File: config.mk
export PLATFORM = sky130hd
export DESIGN_NAME = sorter_sched
export DESIGN_NICKNAME = d
export VERILOG_FILES = /design/src/rtl/sorter_pkg.sv /design/src/rtl/sched_rr_pick.sv /design/src/rtl/sorter_sched.sv
export SDC_FILE = /design/constraint.sdc
export NUM_CORES = 1
export LEC_CHECK = 0
export CAP_MARGIN = 20
export CORE_MARGIN = 1.5
export CORE_UTILIZATION = 47
export CTS_CLUSTER_DIAMETER = 60
export DETAILED_ROUTE_END_ITERATION = 10
export PLACE_DENSITY = 0.88
export SLEW_MARGIN = 15
export SYNTH_ARGS = -nofsm -noshare
export SYNTH_HDL_FRONTEND = slang
export SYNTH_SLANG_ARGS = --single-unit
export TNS_END_PERCENT = 10
File: constraint.sdc
create_clock -name clk -period 5.7 [get_ports clk]
set_input_delay 0.57 -clock clk [delete_from_list [all_inputs] [get_ports clk]]
set_output_delay 0.57 -clock clk [all_outputs]
set_load 0.05 [all_outputs]
File: src/rtl/sorter_pkg.sv
// sorter_pkg: modulation codes, symbol-block periods and scheduler state encoding
package sorter_pkg;
  localparam logic [1:0] M_QPSK = 2'b00;
  localparam logic [1:0] M_QAM16 = 2'b01;
  localparam logic [1:0] M_QAM64 = 2'b10;
  localparam logic [1:0] M_QAM256 = 2'b11;
  localparam int PERIOD_QPSK = 1;
  localparam int PERIOD_QAM16 = 5;
  typedef enum logic [2:0] {S_IDLE, S_ARB, S_RUN, S_WAIT, S_REL} state_t;
endpackage

File: src/rtl/sched_rr_pick.sv
// sched_rr_pick: combinational round-robin picker
// Ports: req (request vector), ptr (highest-priority index), win (winner index), valid (any request)
module sched_rr_pick
  import sorter_pkg::*;
#(
  parameter int N_REQ = 4,
  parameter int IW = 2
) (
  input  logic [N_REQ-1:0] req,
  input  logic [IW-1:0]    ptr,
  output logic [IW-1:0]    win,
  output logic             valid
);
  always_comb begin
    win = '0;
    valid = |req;
    for (int k = N_REQ - 1; k >= 0; k--)
      if (req[(int'(ptr) + k) % N_REQ]) win = IW'((int'(ptr) + k) % N_REQ);
  end
endmodule

File: src/rtl/sorter_sched.sv
// sorter_sched: round-robin scheduler sharing one sorter between N_REQ requesters
// Ports: clk, rst (async, active-high); req/req_m/req_blocks from requesters;
// gnt, xfer_done to requesters; srt_start/srt_m to sorter, srt_done from sorter;
// busy, err_unsup, err_timeout status pulses.
// Build option: SORTER_SCHED_PRIO0_EN gives requester 0 strict priority.
module sorter_sched
  import sorter_pkg::*;
#(
  parameter int N_REQ = 4,
  parameter int BLK_W = 8,
  parameter int TIMEOUT = 255
) (
  input  logic                   clk,
  input  logic                   rst,
  input  logic [N_REQ-1:0]       req,
  input  logic [2*N_REQ-1:0]     req_m,
  input  logic [BLK_W*N_REQ-1:0] req_blocks,
  output logic [N_REQ-1:0]       gnt,
  output logic                   srt_start,
  output logic [1:0]             srt_m,
  input  logic                   srt_done,
  output logic                   busy,
  output logic [N_REQ-1:0]       xfer_done,
  output logic                   err_unsup,
  output logic                   err_timeout
);
  localparam int IW = (N_REQ > 1) ? $clog2(N_REQ) : 1;
  localparam int CW = BLK_W + 3;
  localparam int TW = $clog2(TIMEOUT + 1);
  state_t state, nxt;
  logic [IW-1:0] ptr, idx, win, win_sel;
  logic win_ok, ok_sel, unsup, unsup_new, tmo;
  logic [N_REQ-1:0] pick_req, onehot;
  logic [1:0] m, m_new;
  logic [BLK_W-1:0] blk_raw;
  logic [CW-1:0] blk_eff, load, cnt;
  logic [TW-1:0] wcnt;

`ifdef SORTER_SCHED_PRIO0_EN
  // requester 0 bypasses the rotation; the others share it
  assign pick_req = req & ~N_REQ'(1);
  assign win_sel = req[0] ? '0 : win;
  assign ok_sel = |req;
`else
  assign pick_req = req;
  assign win_sel = win;
  assign ok_sel = win_ok;
`endif

  sched_rr_pick #(.N_REQ(N_REQ), .IW(IW)) u_pick (
    .req(pick_req),
    .ptr(ptr),
    .win(win),
    .valid(win_ok)
  );

  // a zero block count still sorts one block
  always_comb begin
    m_new = req_m[2*win_sel +: 2];
    blk_raw = req_blocks[BLK_W*win_sel +: BLK_W];
    blk_eff = (blk_raw == '0) ? CW'(1) : CW'(blk_raw);
    load = ((m_new == M_QAM16) ? blk_eff * CW'(PERIOD_QAM16) : blk_eff * CW'(PERIOD_QPSK)) - CW'(1);
    unsup_new = (m_new == M_QAM64) || (m_new == M_QAM256);
  end

  always_ff @(posedge clk or posedge rst)
    if (rst) state <= S_IDLE;
    else state <= nxt;

  always_comb begin
    nxt = state;
    case (state)
      S_IDLE: nxt = |req ? S_ARB : S_IDLE;
      S_ARB: nxt = !ok_sel ? S_IDLE : unsup_new ? S_REL : S_RUN;
      S_RUN: nxt = (cnt == '0) ? S_WAIT : S_RUN;
      S_WAIT: nxt = (srt_done || wcnt == TW'(TIMEOUT - 1)) ? S_REL : S_WAIT;
      S_REL: nxt = |req ? S_ARB : S_IDLE;
      default: nxt = S_IDLE;
    endcase
  end

  always_ff @(posedge clk or posedge rst)
    if (rst) begin
      ptr <= '0;
      idx <= '0;
      m <= '0;
      cnt <= '0;
      wcnt <= '0;
      unsup <= 1'b0;
      tmo <= 1'b0;
    end else if (state == S_ARB && ok_sel) begin
      idx <= win_sel;
      m <= m_new;
      cnt <= load;
      unsup <= unsup_new;
      wcnt <= '0;
      tmo <= 1'b0;
    end else if (state == S_RUN) begin
      cnt <= cnt - CW'(1);
    end else if (state == S_WAIT) begin
      wcnt <= wcnt + TW'(1);
      tmo <= !srt_done && wcnt == TW'(TIMEOUT - 1);
    end else if (state == S_REL) begin
      ptr <= (idx == IW'(N_REQ - 1)) ? '0 : idx + IW'(1);
      unsup <= 1'b0;
      tmo <= 1'b0;
    end

  always_comb begin
    onehot = N_REQ'(1) << idx;
    gnt = (state == S_RUN || state == S_WAIT || state == S_REL) ? onehot : '0;
    srt_start = state == S_RUN;
    srt_m = (state == S_RUN || state == S_WAIT) ? m : 2'b00;
    busy = state != S_IDLE;
    xfer_done = (state == S_REL) ? onehot : '0;
    err_unsup = state == S_REL && unsup;
    err_timeout = state == S_REL && tmo;
  end
endmodule

# == Word-level counts from Yosys, hierarchy flattened ==
# Cells that the tools add are included.
# classes
addsub,7
multipliers,1
magnitude_cmp,4
n_eq_ne,11
shifts,3
mux,39
n_bitwise,6
n_reduce_logical,26
# ops
operator,count
11-bit two-way mux,3
8-bit two-way mux,4
32-bit by 6-bit variable part select with 8-bit output,1
11-bit by 1-bit subtractor with 11-bit output (second input constant),2
1-bit two-way mux,16
3-bit by 4-bit less-than comparator with 1-bit output (second input constant),3
2-bit two-way mux,6
3-bit case mux with 4 select lines,1
11-bit zero test,1
8-bit by 3-bit multiplier with 11-bit output (second input constant),1
3-bit two-way mux,3
8-bit by 1-bit adder with 8-bit output (second input constant),1
1-bit binary-select mux with 2-bit select,4
8-bit equality test (second input constant),1
8-bit zero test,1
4-bit two-way mux,2
2-bit OR reduction,4
8-bit by 4-bit variable part select with 2-bit output,1
2-bit equality test (second input constant),3
3-bit by 2-bit equality test with 1-bit output (second input constant),2
2-bit nonzero test,3
3-bit nonzero test,2
2-bit by 1-bit adder with 2-bit output (second input constant),2
2-bit adder (second input constant),2
other kinds (17),28
# totals
ff_bits,30
input_bits,47
out_inout_bits,14
wordCells,105

# == Logic depth before layout (Yosys ltp) ==
# Gate-level depths: netlist (run 1).
# logic_depth
ltp_word,17
mapped_depth,20
ltp_nobuf,19

# == By module ==
# Synthesis (run 1) repeated with hierarchy kept, for this count alone.
# unflattened
hier_cells,282
hier_area_um2,2593.7
# by_module_without_submodules
mod,n_inst,cells_each,area_each_um2,seq_area_each_um2
sorter_sched,1,269,2516.2,750.7
sched_rr_pick,1,13,77.6,0.0

# == Least setup slack after synthesis (run 1) ==
# Ideal clock, no wire load.
# synth_timing
kind,in2reg
from,input req[0]
to,register cnt[10]
setup_time_ns,0.125
t_arrival_ns,3.891
required_time_ns,5.575
path_slack_ns,1.684
cell_stages,19
n_path_buf,1
path_cell_list,a21oi_1 nor2_1 nor2_1 o22a_2 buf_8 mux2_2 xor2_1 ha_1 fa_1 a21oi_1 nor2_1 nor2_1 xnor2_1 nor4_1 a211oi_2 nand4_1 nor4_2 xnor2_1 mux2_4
# synth_between
elab_chain_cells,14
elab_cells_between_ends,27
cone_classes,add/sub: 1; mul: 1; eq/ne: 1; shift: 2; mux: 18; reduce/logical: 4
# synth_rtl
element,line,text
start: declaration,sorter_sched.sv:15,"input logic [N_REQ-1:0] req,"
1-bit binary-select mux with 2-bit select,sched_rr_pick.sv:18,if (req[(int'(ptr) + k) % N_REQ]) win = IW'((int'(ptr) + k) % N_REQ);
1-bit two-way mux (not written as such) (2 in series),sched_rr_pick.sv:18,
2-bit two-way mux (4 in series),sched_rr_pick.sv:18,
32-bit by 6-bit variable part select with 8-bit output,sorter_sched.sv:60,blk_raw = req_blocks[BLK_W*win_sel +: BLK_W];
8-bit zero test,sorter_sched.sv:61,blk_eff = (blk_raw == '0) ? CW'(1) : CW'(blk_raw);
8-bit two-way mux,sorter_sched.sv:61,
8-bit by 3-bit multiplier with 11-bit output,sorter_sched.sv:62,load = ((m_new == M_QAM16) ? blk_eff * CW'(PERIOD_QAM16) : blk_eff * CW'(PERIOD_QPSK)) - CW'(1);
11-bit two-way mux,sorter_sched.sv:62,
11-bit by 1-bit subtractor with 11-bit output,sorter_sched.sv:62,
11-bit two-way mux,sorter_sched.sv:91,end else if (state == S_ARB && ok_sel) begin
end signal: assignment,sorter_sched.sv:94,cnt <= load;
end signal: assignment,sorter_sched.sv:99,cnt <= cnt - CW'(1);
end: declaration,sorter_sched.sv:36,"logic [CW-1:0] blk_eff, load, cnt;"
# Parallel ways exist; a longest one is shown, timed or not. The select of a mux whose other input is x is not followed.
# A chain may end at the register's enable or synchronous reset.

# == Worst setup path in the final report (run 1) ==
# layout_timing
from,input req[1]
to,register cnt[10]
# The elaborated chain is that of the path after synthesis.

==> flow_summary_export.csv, run 1 <==
group,metric,value,unit
yosys,synthDominantCellAreaShare,28.17,%
pwr,power.total,1.807,mW
floorplan,io_pins,61,
pwr,ir_worst_vdd,388.0,uV
setup_path,reg2reg_slack,1280,ps
timing,fin_tns_setup,0,ps
setup_path,cp.arrival,4950,ps
grt,grt_pass1_wl,10.01,mm
yosys,seq_area_frac_synth,28.17,%
job,drv_cap,0,
finish,final_util,62.78,%
placed_design,place_area,3344,um2
setup_path,max_stage_delay,610,ps
grt,grt_pass1_vias,2327,
routing,drt_iter0_markers,118,
placed_design,dp_hpwl,4.723,mm
grt,antenna_found_initial,0,
timing,post-route-min-period,4798,ps
yosys,postSynthCellCount,296,
setup_path,crit_required,5850,ps
grt,grt_overflow,0,
setup_path,cp_cell_sequence,"clkdlybuf4s50_1, o221ai_1, a21oi_2, mux2i_1, mux2_2, xor2_1, ha_1, fa_1, a21oi_1, nor2_1, nor2_1, xnor2_1, nor4_1, a211oi_2, nand4_1, nor4_2, xnor2_1, mux2_4",
timing,final.setup.worst_slack,901.7,ps
clock_network,cts_made_buffers,5,
placed_design,detailedPlace.worstSlack,651.8,ps
placed_design,gp_congestion,0.9227,
yosys,synthTopCellsByArea,"dfrtp_1 (28%), mux2i_1 (7.5%), ha_1 (6.6%)",
timing,drv_slew,0,
clock_network,cts-resized-gates,0,
timing,hold_ws,470.9,ps
clock_network,root_buffer,"clkbuf_8",
finish,diodes,0,
outcome,status,"finished, final reports clean",
setup_path,start_kind,"input pin",
clock_network,cts_sinks,30,
clock_network,clk_latency,270,ps
setup_path,critical_path_class,"in -> reg",
yosys,async_flop_share,100.0,%
routing,drcViolationCount,0,
placed_design,io_buffers,60,
grt,track_usage,19.85,%
setup_path,worst_setup_path_end_kind,"register",
setup_path,slowest_stage,"a21oi_2",
yosys,ys_types,54,
yosys,ys_ff_latch,30,
yosys,synth_most_common_cell,"nor2_1",
pwr,total_leakage_power,1.432,nW
yosys,yosysTopAreaCell,"dfrtp_1",
routing,vias_per_cell,5.437,
timing,fin_crit_sh,84.18,%
pwr,power_density,525.8,nW/um2
timing,finalSetupViolCount,0,
clock_network,cts_htree_levels,2,
timing,worst_pin_slew,1005,ps
finish,synthToLayoutAreaGrowth,28.92,%
floorplan,fp-row-count,27,
yosys,synth-main-ff-cell,"dfrtp_1",
routing,ant_nets,0,
yosys,synth_edf_count,0,
clock_network,clk_pin_slew,60,ps
finish,drive_gt1_share,12.29,%
clock_network,cts_tree,"built",
timing,grt_setup_unrepaired,"false",
finish,nFillCells,449,
floorplan,die_w,78.30,um
floorplan,die_h,78.30,um
timing,slew_headroom,32.86,%
finish,regArea,750.7,um2
routing,dr_total_vias,2338,
finish,fin_cells,430,
placed_design,placed_cells,422,
clock_network,cts_hold_buf,0,
setup_path,path_max_fanout,12,
floorplan,die_area,6131,um2
timing,hold_violations,0,
routing,dr.pass1.iters,4,
finish,final_cell_area,3436,um2
yosys,syn_area_per_cell,9.004,um2
yosys,synth_fp_nets,358,
yosys,synth_warnings,0,
clock_network,cts_setup_buffers,0,
floorplan,initial_utilization,48.70,%
timing,fmax,208.4,MHz
routing,wirelength,5.839,mm
finish,nNetsFinal,419,
timing,fin_worst_skew,5.150,ps
routing,wl_per_cell,13.58,um
finish,multiInputGateArea,1789,um2
floorplan,coreArea,5473,um2
yosys,syn_area,2665,um2
hold_path,min_path_type,"reg -> reg",
yosys,synth_common_cells,"nor2_1 (36), dfrtp_1 (30), nand2_1 (22)",
grt,grt_max_degree,21,
clock_network,clk_path_buf_depth,2,
[final cells by class]
class | instances | share of cell area, %
Timing Repair Buffer | 65 | 19.16
Multi-Input combinational cell | 240 | 52.08
Sequential cell | 30 | 21.85
Clock buffer | 7 | 2.513
Inverter | 15 | 1.639
Tap cell | 72 | 2.622
Clock inverter | 1 | 0.1457
[worst paths after layout]
path,startpoint,cells past startpoint,end
min in group asynchronous,rst,2,wcnt[1]
min,unsup,2,unsup
max in group asynchronous,rst,3,cnt[6]
max reg2reg,ptr[1],18,cnt[10]
min reg2reg,unsup,2,unsup
max,req[1],18,cnt[10]
[power breakdown]
group	leakage [nW]	internal, mW	switching [mW]	total, mW
Clock	0.0482	0.0972	0.0738	0.171
Combinational	1.01	0.535	0.730	1.26
Sequential	0.375	0.293	0.0781	0.371
[registers in the layout (all words and copies together), names as in the netlist]
signal and cells:
wcnt 8, unsup 1, idx 2, tmo 1
ptr 2, m 2, cnt 11, state 3
[per-layer routing]
layer,vias up,GRT usage (%),share of wire [%]
met5,-,0,0
met2,42,37.39,53
met1,1114,22.61,42
met4,0,5.357,0.98
li1,1176,-,-
met3,6,3.953,3.0
[logic make-up after synthesis]
group / after synthesis / synth area share, %
and+or+nand+nor: 109 / 20.89
AOI/OAI and AO/OA: 55 / 15.07
muxes: 37 / 15.96
DFF: 30 / 28.17
buffers and inverters: 26 / 4.694
xor gates and xnor gates: 24 / 7.888
adders and majority gates: 15 / 7.324
[cell usage in the layout (no fill, tap or decap), drive strengths merged, types with 3 or more instances in the layout]
cell type	netlist	routed
nand4	6	6
mux2i	22	22
nand2	22	22
clkbuf	7	7
nor2b	6	6
a211oi	8	8
and2	9	9
buf	4	5
nor3	6	6
nor2	38	38
nand3	3	3
nor4	7	7
mux2	15	15
a21oi	19	19
dfrtp	30	30
inv	14	14
xor2	15	15
o21ai	12	12
xnor2	9	9
o221ai	3	3
ha	14	14
clkdlybuf4s50	0	60
[worst max-delay path: cells and delay by family]
| kind | cells | cell delay, ps |
|---|---|---|
| AND/OR/NAND/NOR | 5 | 740 |
| multiplexers | 3 | 810 |
| adder cells (fa/ha/maj) | 2 | 640 |
| XOR/XNOR | 3 | 430 |
| buffers and inverters | 1 | 530 |
| AO/OA/AOI/OAI | 4 | 1210 |
(Power assumes the default switching activity.)
==> inputs of run 2 (changes only) <==
Clock period 5.7 ns to 4.8 ns, I/O delays scaled along.
==> run 2 against run 1 <==
  * Sequential power increased by 19%
  * Clock power grew 20%
  * Cell count rose by 0.23%
  * Non-clock buffer count up 1
  * Die area is the same
  * Global-route usage is 1.3 points higher
  * First-iteration DRC count is 35% higher
  * Via count rose by 1.9%
  * Critical endpoint is now cnt[9]
  * Highest routed layer unchanged
==> flow_summary_export.csv, run 2 (same netlist as run 1, synthesis figures left out) <==
group,metric,value,unit
outcome,status,"finished, final reports clean",
grt,grt_pass1_vias,2342,
finish,top_regs,"cnt (11), wcnt (8), state (3)",
grt,track_usage,21.17,%
pwr,p_int,1.104,mW
timing,finalSetupViolCount,0,
pwr,switching_share,49.01,%
clock_network,clk_latency,280,ps
grt,grt_overflow,0,
timing,hold_ws,476.2,ps
timing,hold_violations,0,
clock_network,cts_htree_levels,2,
clock_network,cts_made_buffers,5,
finish,fin_cells,431,
placed_design,dp_hpwl,4.857,mm
setup_path,reg2reg_slack,690,ps
setup_path,crit_start,"req[2]",
finish,regMostFlops,"cnt",
timing,grt_setup_unrepaired,"false",
floorplan,io_pins,61,
clock_network,clk_path_buf_depth,2,
finish,nFillCells,459,
routing,drt_iter0_markers,159,
finish,synthToLayoutAreaGrowth,29.11,%
placed_design,detailedPlace.worstSlack,111.1,ps
hold_path,min_path_type,"in -> async",
pwr,p_sw,1.061,mW
clock_network,cts_tree,"built",
clock_network,clk_pin_slew,60,ps
routing,ant_nets,0,
timing,fin_worst_skew,4.829,ps
timing,worst_pin_slew,717.9,ps
timing,post-route-min-period,4381,ps
setup_path,crit_required,4960,ps
placed_design,gp_congestion,0.8682,
floorplan,die_area,6131,um2
pwr,power.total,2.164,mW
pwr,power_frac_comb,70.0,%
placed_design,placed_cells,422,
routing,wirelength,6.103,mm
floorplan,die_w,78.30,um
floorplan,initial_utilization,48.70,%
finish,drive_gt1_share,12.53,%
timing,fin_crit_sh,91.27,%
clock_network,cts_hold_buf,0,
finish,final_util,62.87,%
timing,fmax,228.3,MHz
clock_network,root_buffer,"clkbuf_8",
grt,grt_max_degree,23,
routing,drcViolationCount,0,
setup_path,r2r_end,"cnt[9]",
grt,grt_pass1_wl,10.34,mm
floorplan,fp-row-count,27,
finish,nNetsFinal,420,
routing,dr.pass1.iters,5,
finish,layout_common_cells,"clkdlybuf4s50_1 (60), nor2_1 (36), dfrtp_1 (30)",
pwr,power_density,629.0,nW/um2
timing,drv_slew,0,
placed_design,io_buffers,60,
clock_network,cts_setup_buffers,0,
pwr,seqPwrFrac,20.4,%
floorplan,coreArea,5473,um2
placed_design,place_area,3344,um2
setup_path,path_max_fanout,21,
finish,largest_reg_flops,11,
floorplan,die_h,78.30,um
timing,slew_headroom,52.14,%
routing,dr_total_vias,2383,
setup_path,worst_setup_path_end_kind,"register",
grt,antenna_found_initial,0,
setup_path,start_kind,"input pin",
routing,vias_per_cell,5.529,
setup_path,critical_path_class,"in -> reg",
timing,final.setup.worst_slack,419.1,ps
finish,diodes,0,
setup_path,r2r.worst_path.cells,19,
timing,fin_tns_setup,0,ps
pwr,ir_worst_vdd,335.3,uV
clock_network,cts-resized-gates,0,
finish,layout.cells.most_common,"clkdlybuf4s50_1",
pwr,clkPwrFrac,9.5,%
finish,final_cell_area,3441,um2
job,drv_cap,0,
setup_path,cp.arrival,4540,ps
clock_network,cts_sinks,30,
setup_path,r2r_start,"ptr[1]",
routing,wl_per_cell,14.16,um
pwr,total_leakage_power,1.436,nW
## run 2: critical path: stages
cell and delay [ps]:
clkdlybuf4s50_1 470, clkinv_1 110, o221ai_1 230, a21oi_2 110
buf_12 180, mux2i_1 120, mux2_2 340, xor2_1 290
ha_1 280, a21o_1 170, a21oi_1 220, o21bai_1 100
a21oi_1 230, xor2_1 90, o41ai_1 410, inv_1 110
nand4_1 130, nor4_2 60, xnor2_1 130, mux2_2 260
## run 2: power by group through the flow
stage | registers [mW] | clock network, mW | logic (mW)
2_1_floorplan | 0.408 | 0 | 1.22
3_3_place_gp | 0.437 | 0 | 1.46
3_5_place_dp | 0.445 | 0 | 1.50
4_1_cts | 0.441 | 0.209 | 1.52
5_1_grt | 0.455 | 0.222 | 1.67
6_report | 0.442 | 0.206 | 1.52
## run 2: how the worst max path moves through the flow
stage	endpoint	cells after the start
floorplan	cnt[10]	19
global placement	cnt[9]	19
detailed placement	cnt[9]	20
CTS	cnt[9]	20
global route	cnt[9]	20
finish	cnt[9]	20
## run 2: area by class of cell
cell class	count	area (um2)	share of cell area [%]
clock inverters	1	5.005	0.1455
multi-input cells	240	1789	52.00
repair buffers	66	663.1	19.27
well taps	72	90.09	2.618
flip-flops and latches	30	750.7	21.82
clock buffers	7	86.33	2.509
inverters	15	56.30	1.636
## run 2: per-layer routing
layer	up-vias	GRT usage (%)	share of wire [%]
li1	1173	-	-
met1	1143	23.30	40
met2	59	40.78	55
met3	8	4.070	4.2
met4	0	6.071	1.1
met5	-	0	0
